**src/rtl/frogger_pkg.sv**
```systemverilog
// Shared types for the frog jump input path: move directions and handshake states.
// Also carries the small helpers used by the arbiter and repeat logic.
package frogger_pkg;

    typedef enum logic [1:0] {
        DIR_FWD   = 2'd0,
        DIR_BACK  = 2'd1,
        DIR_RIGHT = 2'd2,
        DIR_LEFT  = 2'd3
    } dir_t;

    typedef enum logic {
        ST_IDLE    = 1'b0,
        ST_PENDING = 1'b1
    } jump_state_t;

    // Fixed priority: fwd beats back beats right beats left.
    function automatic dir_t pick_dir(input logic [3:0] p);
        dir_t d;
        if (p[0])      d = DIR_FWD;
        else if (p[1]) d = DIR_BACK;
        else if (p[2]) d = DIR_RIGHT;
        else           d = DIR_LEFT;
        return d;
    endfunction

    function automatic logic is_one_hot(input logic [3:0] v);
        return (v != 4'b0000) && ((v & (v - 4'b0001)) == 4'b0000);
    endfunction

endpackage

```
**src/rtl/jump_input_decoder_debounce_cell.sv**
```systemverilog
// One button lane: 2-FF synchroniser, counter debounce and registered press pulse.
// The pulse fires one cycle after the debounced level rises.
module debounce_cell #(
    parameter int DEBOUNCE_CYCLES = 251_000,
    parameter int CNT_W           = 23
) (
    input  logic clk,
    input  logic reset,
    input  logic i_raw,
    output logic o_level,
    output logic o_press
);

    localparam logic [CNT_W-1:0] CNT_LAST = CNT_W'(DEBOUNCE_CYCLES - 1);

    logic             r_s1;
    logic             r_sync;
    logic             r_stable;
    logic             r_prev;
    logic             r_press;
    logic [CNT_W-1:0] r_cnt;

    always_ff @(posedge clk or posedge reset) begin
        if (reset) begin
            r_s1     <= 1'b0;
            r_sync   <= 1'b0;
            r_stable <= 1'b0;
            r_prev   <= 1'b0;
            r_press  <= 1'b0;
            r_cnt    <= '0;
        end else begin
            r_s1    <= i_raw;
            r_sync  <= r_s1;
            r_prev  <= r_stable;
            r_press <= r_stable & ~r_prev;
            // Any return to the stable level restarts the qualification window.
            if (r_sync == r_stable) begin
                r_cnt <= '0;
            end else if (r_cnt == CNT_LAST) begin
                r_stable <= r_sync;
                r_cnt    <= '0;
            end else begin
                r_cnt <= r_cnt + 1'b1;
            end
        end
    end

    assign o_level = r_stable;
    assign o_press = r_press;

endmodule

```
**src/rtl/jump_input_decoder.sv**
```systemverilog
// Turns four raw jump buttons into single move commands with auto-repeat,
// offered one at a time to the frog-position logic over valid/ready.
module jump_input_decoder
    import frogger_pkg::*;
#(
    parameter int DEBOUNCE_CYCLES    = 251_000,
    parameter int HOLD_REPEAT_CYCLES = 6_275_000,
    parameter int CNT_W              = 23
) (
    input  logic       clk,
    input  logic       reset,
    input  logic       jumpForwardIn,
    input  logic       jumpBackwardIn,
    input  logic       jumpRightIn,
    input  logic       jumpLeftIn,
    output logic       move_valid,
    output dir_t       move_dir,
    input  logic       move_ready,
    output logic [3:0] btn_level
);

    localparam logic [CNT_W-1:0] RPT_LAST = CNT_W'(HOLD_REPEAT_CYCLES - 1);

    logic [3:0]       w_raw;
    logic [3:0]       w_lvl;
    logic [3:0]       w_press;
    logic [3:0]       w_pulse;
    logic             w_one;
    logic             w_chg;
    logic [3:0]       r_lvl_prev;
    logic [3:0]       r_rpt;
    logic [CNT_W-1:0] r_rpt_cnt;
    jump_state_t      r_state;
    jump_state_t      w_state_nxt;
    dir_t             r_dir;
    dir_t             w_dir_nxt;

    assign w_raw = {jumpLeftIn, jumpRightIn, jumpBackwardIn, jumpForwardIn};

    for (genvar g = 0; g < 4; g++) begin : g_btn
        debounce_cell #(
            .DEBOUNCE_CYCLES(DEBOUNCE_CYCLES),
            .CNT_W          (CNT_W)
        ) u_cell (
            .clk    (clk),
            .reset  (reset),
            .i_raw  (w_raw[g]),
            .o_level(w_lvl[g]),
            .o_press(w_press[g])
        );
    end

    assign w_one = is_one_hot(w_lvl);
    assign w_chg = (w_lvl != r_lvl_prev);

    // Repeat only while a single button is held; any level change restarts the hold.
    always_ff @(posedge clk or posedge reset) begin
        if (reset) begin
            r_lvl_prev <= 4'b0000;
            r_rpt      <= 4'b0000;
            r_rpt_cnt  <= '0;
        end else begin
            r_lvl_prev <= w_lvl;
            r_rpt      <= 4'b0000;
            if (w_chg || !w_one) begin
                r_rpt_cnt <= '0;
            end else if (r_rpt_cnt == RPT_LAST) begin
                r_rpt_cnt <= '0;
                r_rpt     <= w_lvl;
            end else begin
                r_rpt_cnt <= r_rpt_cnt + 1'b1;
            end
        end
    end

    assign w_pulse = w_press | r_rpt;

    always_ff @(posedge clk or posedge reset) begin
        if (reset) begin
            r_state <= ST_IDLE;
            r_dir   <= DIR_FWD;
        end else begin
            r_state <= w_state_nxt;
            r_dir   <= w_dir_nxt;
        end
    end

    // Pulses seen while a command is outstanding are dropped, not queued.
    always_comb begin
        w_state_nxt = r_state;
        w_dir_nxt   = r_dir;
        unique case (r_state)
            ST_IDLE: begin
                if (|w_pulse) begin
                    w_state_nxt = ST_PENDING;
                    w_dir_nxt   = pick_dir(w_pulse);
                end
            end
            ST_PENDING: begin
                if (move_ready) begin
                    w_state_nxt = ST_IDLE;
                end
            end
            default: w_state_nxt = ST_IDLE;
        endcase
    end

    assign move_valid = (r_state == ST_PENDING);
    assign move_dir   = r_dir;
    assign btn_level  = w_lvl;

endmodule

```
**config.mk**
```make
export PLATFORM = sky130hd
export DESIGN_NAME = jump_input_decoder
export DESIGN_NICKNAME = d
export VERILOG_FILES = /design/src/rtl/frogger_pkg.sv /design/src/rtl/jump_input_decoder_debounce_cell.sv /design/src/rtl/jump_input_decoder.sv
export SDC_FILE = /design/constraint.sdc
export NUM_CORES = 1
export LEC_CHECK = 0
export CORE_MARGIN = 2
export CORE_UTILIZATION = 50
export DETAILED_ROUTE_END_ITERATION = 16
export PLACE_DENSITY = 0.69
export SLEW_MARGIN = 20
export SYNTH_ARGS = -nofsm -noshare
export SYNTH_HDL_FRONTEND = slang
export SYNTH_SLANG_ARGS = --single-unit
```
**constraint.sdc**
```tcl
create_clock -name clk -period 5.14 [get_ports clk]
set_input_delay 1.028 -clock clk [delete_from_list [all_inputs] [get_ports clk]]
set_output_delay 1.028 -clock clk [all_outputs]
set_load 0.02 [all_outputs]
```
---- Word-level counts from Yosys, hierarchy flattened ----
Index checks and enable logic that the tools add are counted.
cells by class
  bitwise gates (word level) .............. 15
  reduce and logical (&&, ||, !) cells .... 11
  equality and inequality tests ........... 10
  add/sub/neg operators ................... 6
  muxes and demuxes ....................... 18
operators by type and width
  cell                                               number
  2-to-1 mux 23 bit                                  10
  adder 23 x 1 -> 23 bit (second input constant)     5
  == test 23 x 18 -> 1 bit (second input constant)   4
  == test 23 bit (second input constant)             1
  AND reduction 2 bit                                5
  inverter 1 bit                                     9
  2-to-1 mux 4 bit                                   2
  AND 1 bit                                          4
  AND 4 bit                                          1
  == test 1 bit                                      4
  zero test 4 bit                                    1
  2-to-1 mux 2 bit                                   2
  inequality test 4 bit                              1
  bitwise OR 4 bit                                   1
  nonzero test 4 bit                                 1
  OR reduction 4 bit                                 1
  subtractor 4 x 1 -> 4 bit (second input constant)  1
  2-to-1 mux 1 bit                                   3
  one-hot mux 1 bit (2 select lines)                 1
  logical AND 1 bit                                  1
  zero test 1 bit                                    1
  logical OR 1 bit                                   1
storage, ports and cells
  register bits after elaboration ......... 146
  logic and storage cells ................. 89
  bits of input ports ..................... 7
  output and inout port bits .............. 7

---- Depth between registers and ports, before layout ----
  depth after elaboration ................. 7
  mapped depth ............................ 7
  gate-level depth less buffers ........... 5

---- By module ----
Synthesis repeated with hierarchy kept, for this count alone.
second synthesis, totals
  cell total of the unflattened synthesis .. 684
  area, all modules ....................... 7093.1 sq um
modules (own cells, without submodules)
  module              area an instance (sq um)  cells an instance  instances  sequential area each (sq um)
  debounce_cell       1335.0                    129                4          700.7
  jump_input_decoder  1752.9                    168                1          850.8

---- Least setup slack after synthesis ----
OpenSTA, ideal clock, no wires.
  kind .................................... register -> register
  start ................................... register g_btn[0].u_cell.r_cnt[0]
  end ..................................... register g_btn[0].u_cell.r_cnt[10]
  arrival time ............................ 1756 ps
  period minus slack after synthesis ...... 1888 ps
  data required time ...................... 5008 ps
  library setup time ...................... 132 ps
  slack ................................... 3252 ps
  cell stages (with the launch flop) ...... 7
  path buffers ............................ 1
  path through ............................ dfrtp_1 -> ha_1 -> and4_1 -> nand3_1 -> o41ai_1 -> clkbuf_1 -> nor2_1
on the way
  longest elaborated chain between the ends .. 3
  elaborated cells between the ends (all ways) .. 4
  those cells by class .................... add/sub (1); eq/ne (1); mux (2)
RTL lines
  element                                                             line                                                                            RTL
  start: declaration                                                  jump_input_decoder_debounce_cell.sv:21                                          logic [CNT_W-1:0] r_cnt;
  start signal: assignment                                            jump_input_decoder_debounce_cell.sv:43                                          r_cnt <= r_cnt + 1'b1;
  adder 23 x 1 -> 23 bit or == test 23 x 18 -> 1 bit (tied branches)  jump_input_decoder_debounce_cell.sv:43, jump_input_decoder_debounce_cell.sv:39
  2-to-1 mux 23 bit *                                                 jump_input_decoder_debounce_cell.sv:39                                          end else if (r_cnt == CNT_LAST) begin
  2-to-1 mux 23 bit *                                                 jump_input_decoder_debounce_cell.sv:37                                          if (r_sync == r_stable) begin
Every way passes the cells marked *; elsewhere a longest branch is shown, timed or not.
A chain may end at the register's enable or synchronous reset.

---- Worst setup path after layout ----
  start ................................... register g_btn[1].u_cell.r_stable
  end ..................................... output port btn_level[1]
RTL lines
  element                   line                                    RTL
  start: declaration        jump_input_decoder_debounce_cell.sv:18  logic r_stable;
  start signal: assignment  jump_input_decoder_debounce_cell.sv:40  r_stable <= r_sync;
  end: declaration          jump_input_decoder.sv:19                output logic [3:0] btn_level
No word-level cell between the ends.

==> flow_metrics.tcl <==
set metrics [dict create \
    diodes 0 \
    area_delta_synth_final_pct 12.8 \
    critPathMaxStageDelay_ns 0.68 \
    synth_cell_types 43 \
    layout-drive-gt1-share 0.0766 \
    drc_errors 0 \
    die_w_um 121 \
    syn_inst 693 \
    hpwl_um 8720 \
    cts_tree "built" \
    first_iter_violations 311 \
    maxCapViolCount 0 \
    gp_congestion 0.813 \
    vias_per_cell 5.73 \
    fin_crit_ns 2.66 \
    cp.arrival_ns 1.63 \
    io_buffer_count 13 \
    synth_fp_nets 709 \
    power.density_nw_per_um2 311 \
    synth_edf_count 0 \
    fin_area_um2 7750 \
    place_area_um2 7160 \
    internal_power_uw 1870 \
    p_comb_frac 0.024 \
    wl_um 12900 \
    firstDrtPassIters 6 \
    tightest_slew_ns 0.881 \
    avgSynthCellArea_um2 9.91 \
    final_antenna_net_count 0 \
    fin_nets 721 \
    r2r_cells 5 \
    grt.total_usage 0.196 \
    grt_start_max_net_pins 76 \
    netlist.area_leader.share 0.517 \
    finalSetupTns_ns 0 \
    hold_violations 0 \
    synth_area_um2 6870 \
    critPathLaunchType "flop" \
    slowest_stage "clkdlybuf4s50_1" \
    ys_seq_area_frac 0.517 \
    clockBufferDepth 2 \
    postCtsSetupRepairBufs 0 \
    period_share 0.517 \
    slew_viol_final 0 \
    ios 14 \
    cts.sink_count 142 \
    required_ns 4.11 \
    power_switching_share 0.226 \
    grt_pass1_wl_um 23200 \
    synth.ff_latch_count 142 \
    cp.buffers_inverters 1 \
    fin_cells 894 \
    clk_pin_slew_ns 0.06 \
    ys.flop_type "dfrtp_1" \
    rsz0062_at_grt "false" \
    wire_per_inst_um 14.5 \
    setup_viol 0 \
    hold_class "reg2reg" \
    p_leak_uw 0.00310 \
    vias 5123 \
    coreArea_um2 13300 \
    cts_made_buffers 17 \
    pwr-share-seq 0.473 \
    fill_cells 1135 \
    yosysWarnings 0 \
    ys_async_sr_fraction 1.00 \
    antenna_found_initial 0 \
    fmax_mhz 376 \
    crit_cells 1 \
    synth_common_cells "dfrtp_1, nor2_1, xnor2_1" \
    clock_skew_ns 0.00845 \
    relSlewSlack 0.406 \
    fin_util 0.581 \
    power.total_uw 2410 \
    power.share.clock 0.502 \
    crit_chain "clkdlybuf4s50_1" \
    switchingPower_uw 544 \
    num_rows 42 \
    crit_type "reg2out" \
    die-area_um2 14700 \
    grt.overflow.total 0 \
    status "completed" \
    synth_most_common_cell "dfrtp_1" \
    clock_latency_ns 0.42 \
    cts_root_buf "clkbuf_16" \
    synth_area_leader_cell "dfrtp_1" \
    crit_fanout 8 \
    hold_buffers 0 \
    hold_path_depth 0 \
    htreeDepth 4 \
    placedCellCount 862 \
    crit_family "buffers and inverters" \
    start_util 0.515 \
    synthTopCellsByArea "dfrtp_1, xnor2_1, nor2_1" \
    peakVddDrop_uv 243 \
    grt_pass1_vias 5085 \
    dieHeight_um 121 \
    cts_resized 0 \
    cp-end-kind "primary output" \
]
registers in the layout, summed over array words and instances, names as in the netlist:
signal                count
g_btn.u_cell.o_press      4
r_rpt_cnt                23
g_btn.u_cell.r_s1         4
g_btn.u_cell.r_sync       4
r_rpt                     4
g_btn.u_cell.o_level      4
move_valid                1
r_lvl_prev                4
g_btn.u_cell.r_cnt       92
move_dir                  2
final timing paths:
kind / start / end / slack [ns]
worst min register to register: g_btn[1].u_cell.r_s1 / g_btn[1].u_cell.r_sync / 0.35
max in group asynchronous: reset / g_btn[3].u_cell.r_cnt[21] / 3.04
min in group asynchronous: reset / g_btn[1].u_cell.r_cnt[3] / 1.10
worst max-delay path: g_btn[1].u_cell.o_level / btn_level[1] / 2.48
worst min-delay path: g_btn[1].u_cell.r_s1 / g_btn[1].u_cell.r_sync / 0.35
worst max register to register: g_btn[0].u_cell.r_cnt[9] / g_btn[0].u_cell.r_cnt[8] / 2.80
area by class of cell:
cell class,count,area [um^2],share of cell area
well taps,176,220,0.0284
inverters,23,91.3,0.0118
flip-flops and latches,142,3550,0.459
multi-input cells,502,3120,0.403
repair buffers,19,175,0.0226
clock buffers,17,425,0.0549
clock inverters,15,161,0.0208
per-stage QoR:
step           setup slack, ns  hold WS (ns)
5_1_grt                   2.39         0.358
6_report                  2.48         0.347
3_3_place_gp              2.54         0.333
4_1_cts                   2.44         0.350
2_1_floorplan            0.302         0.331
3_5_place_dp              2.51         0.336
placed cells by master, fill, tap and decap left out, types with 3 or more instances in the layout:
cell,n
buf_4,6
nor3_1,35
nand2_1,37
clkinv_2,3
mux2_2,5
and2_1,8
or4_1,16
dfrtp_1,142
or2_2,5
xor2_1,25
clkinv_4,5
ha_1,9
o21ai_0,26
inv_6,5
clkdlybuf4s50_1,13
o21ai_1,3
nand3_1,34
or3_1,27
a211oi_1,5
and4_1,14
a21oi_1,32
o31ai_1,11
nor2_1,75
and3_1,11
xnor2_1,47
nand4_1,35
inv_1,22
nor4_1,19
clkbuf_16,17
nand2b_1,3
routing by layer:
layer	wire (um)	GRT usage	part of all wire	vias to the layer above
met5	0	0	0	-
met4	167	0.0690	0.013	0
met3	454	0.0456	0.035	16
met1	6260	0.273	0.48	2491
met2	6060	0.301	0.47	91
li1	-	-	-	2525
logic make-up (layout without fill, tap and decap cells):
kind of cell | Yosys count | after routing | share of synthesized area
simple gates | 331 | 331 | 0.264
mux | 5 | 5 | 0.00819
buf+inv | 49 | 74 | 0.0293
compound gates | 85 | 85 | 0.0730
flops | 142 | 142 | 0.517
fa+ha+maj | 9 | 9 | 0.0164
xor+xnor | 72 | 72 | 0.0918
power groups by stage:
stage,logic (uW),registers (uW),clock network [uW]
finish,58.9,1140,1210
floorplan,39.9,1160,0
global placement,59.6,1160,0
global route,68.9,1140,1290
detailed placement,61.2,1160,0
CTS,61.5,1140,1230
worst reg2reg max path, cell delays in order, from the launching register on:
cell and delay [ns]:
dfrtp_1 0.43, nor4_1 0.36, nand3_1 0.17, o41ai_2 0.86, buf_4 0.33, nor2_1 0.07
(Power assumes the default switching activity.)
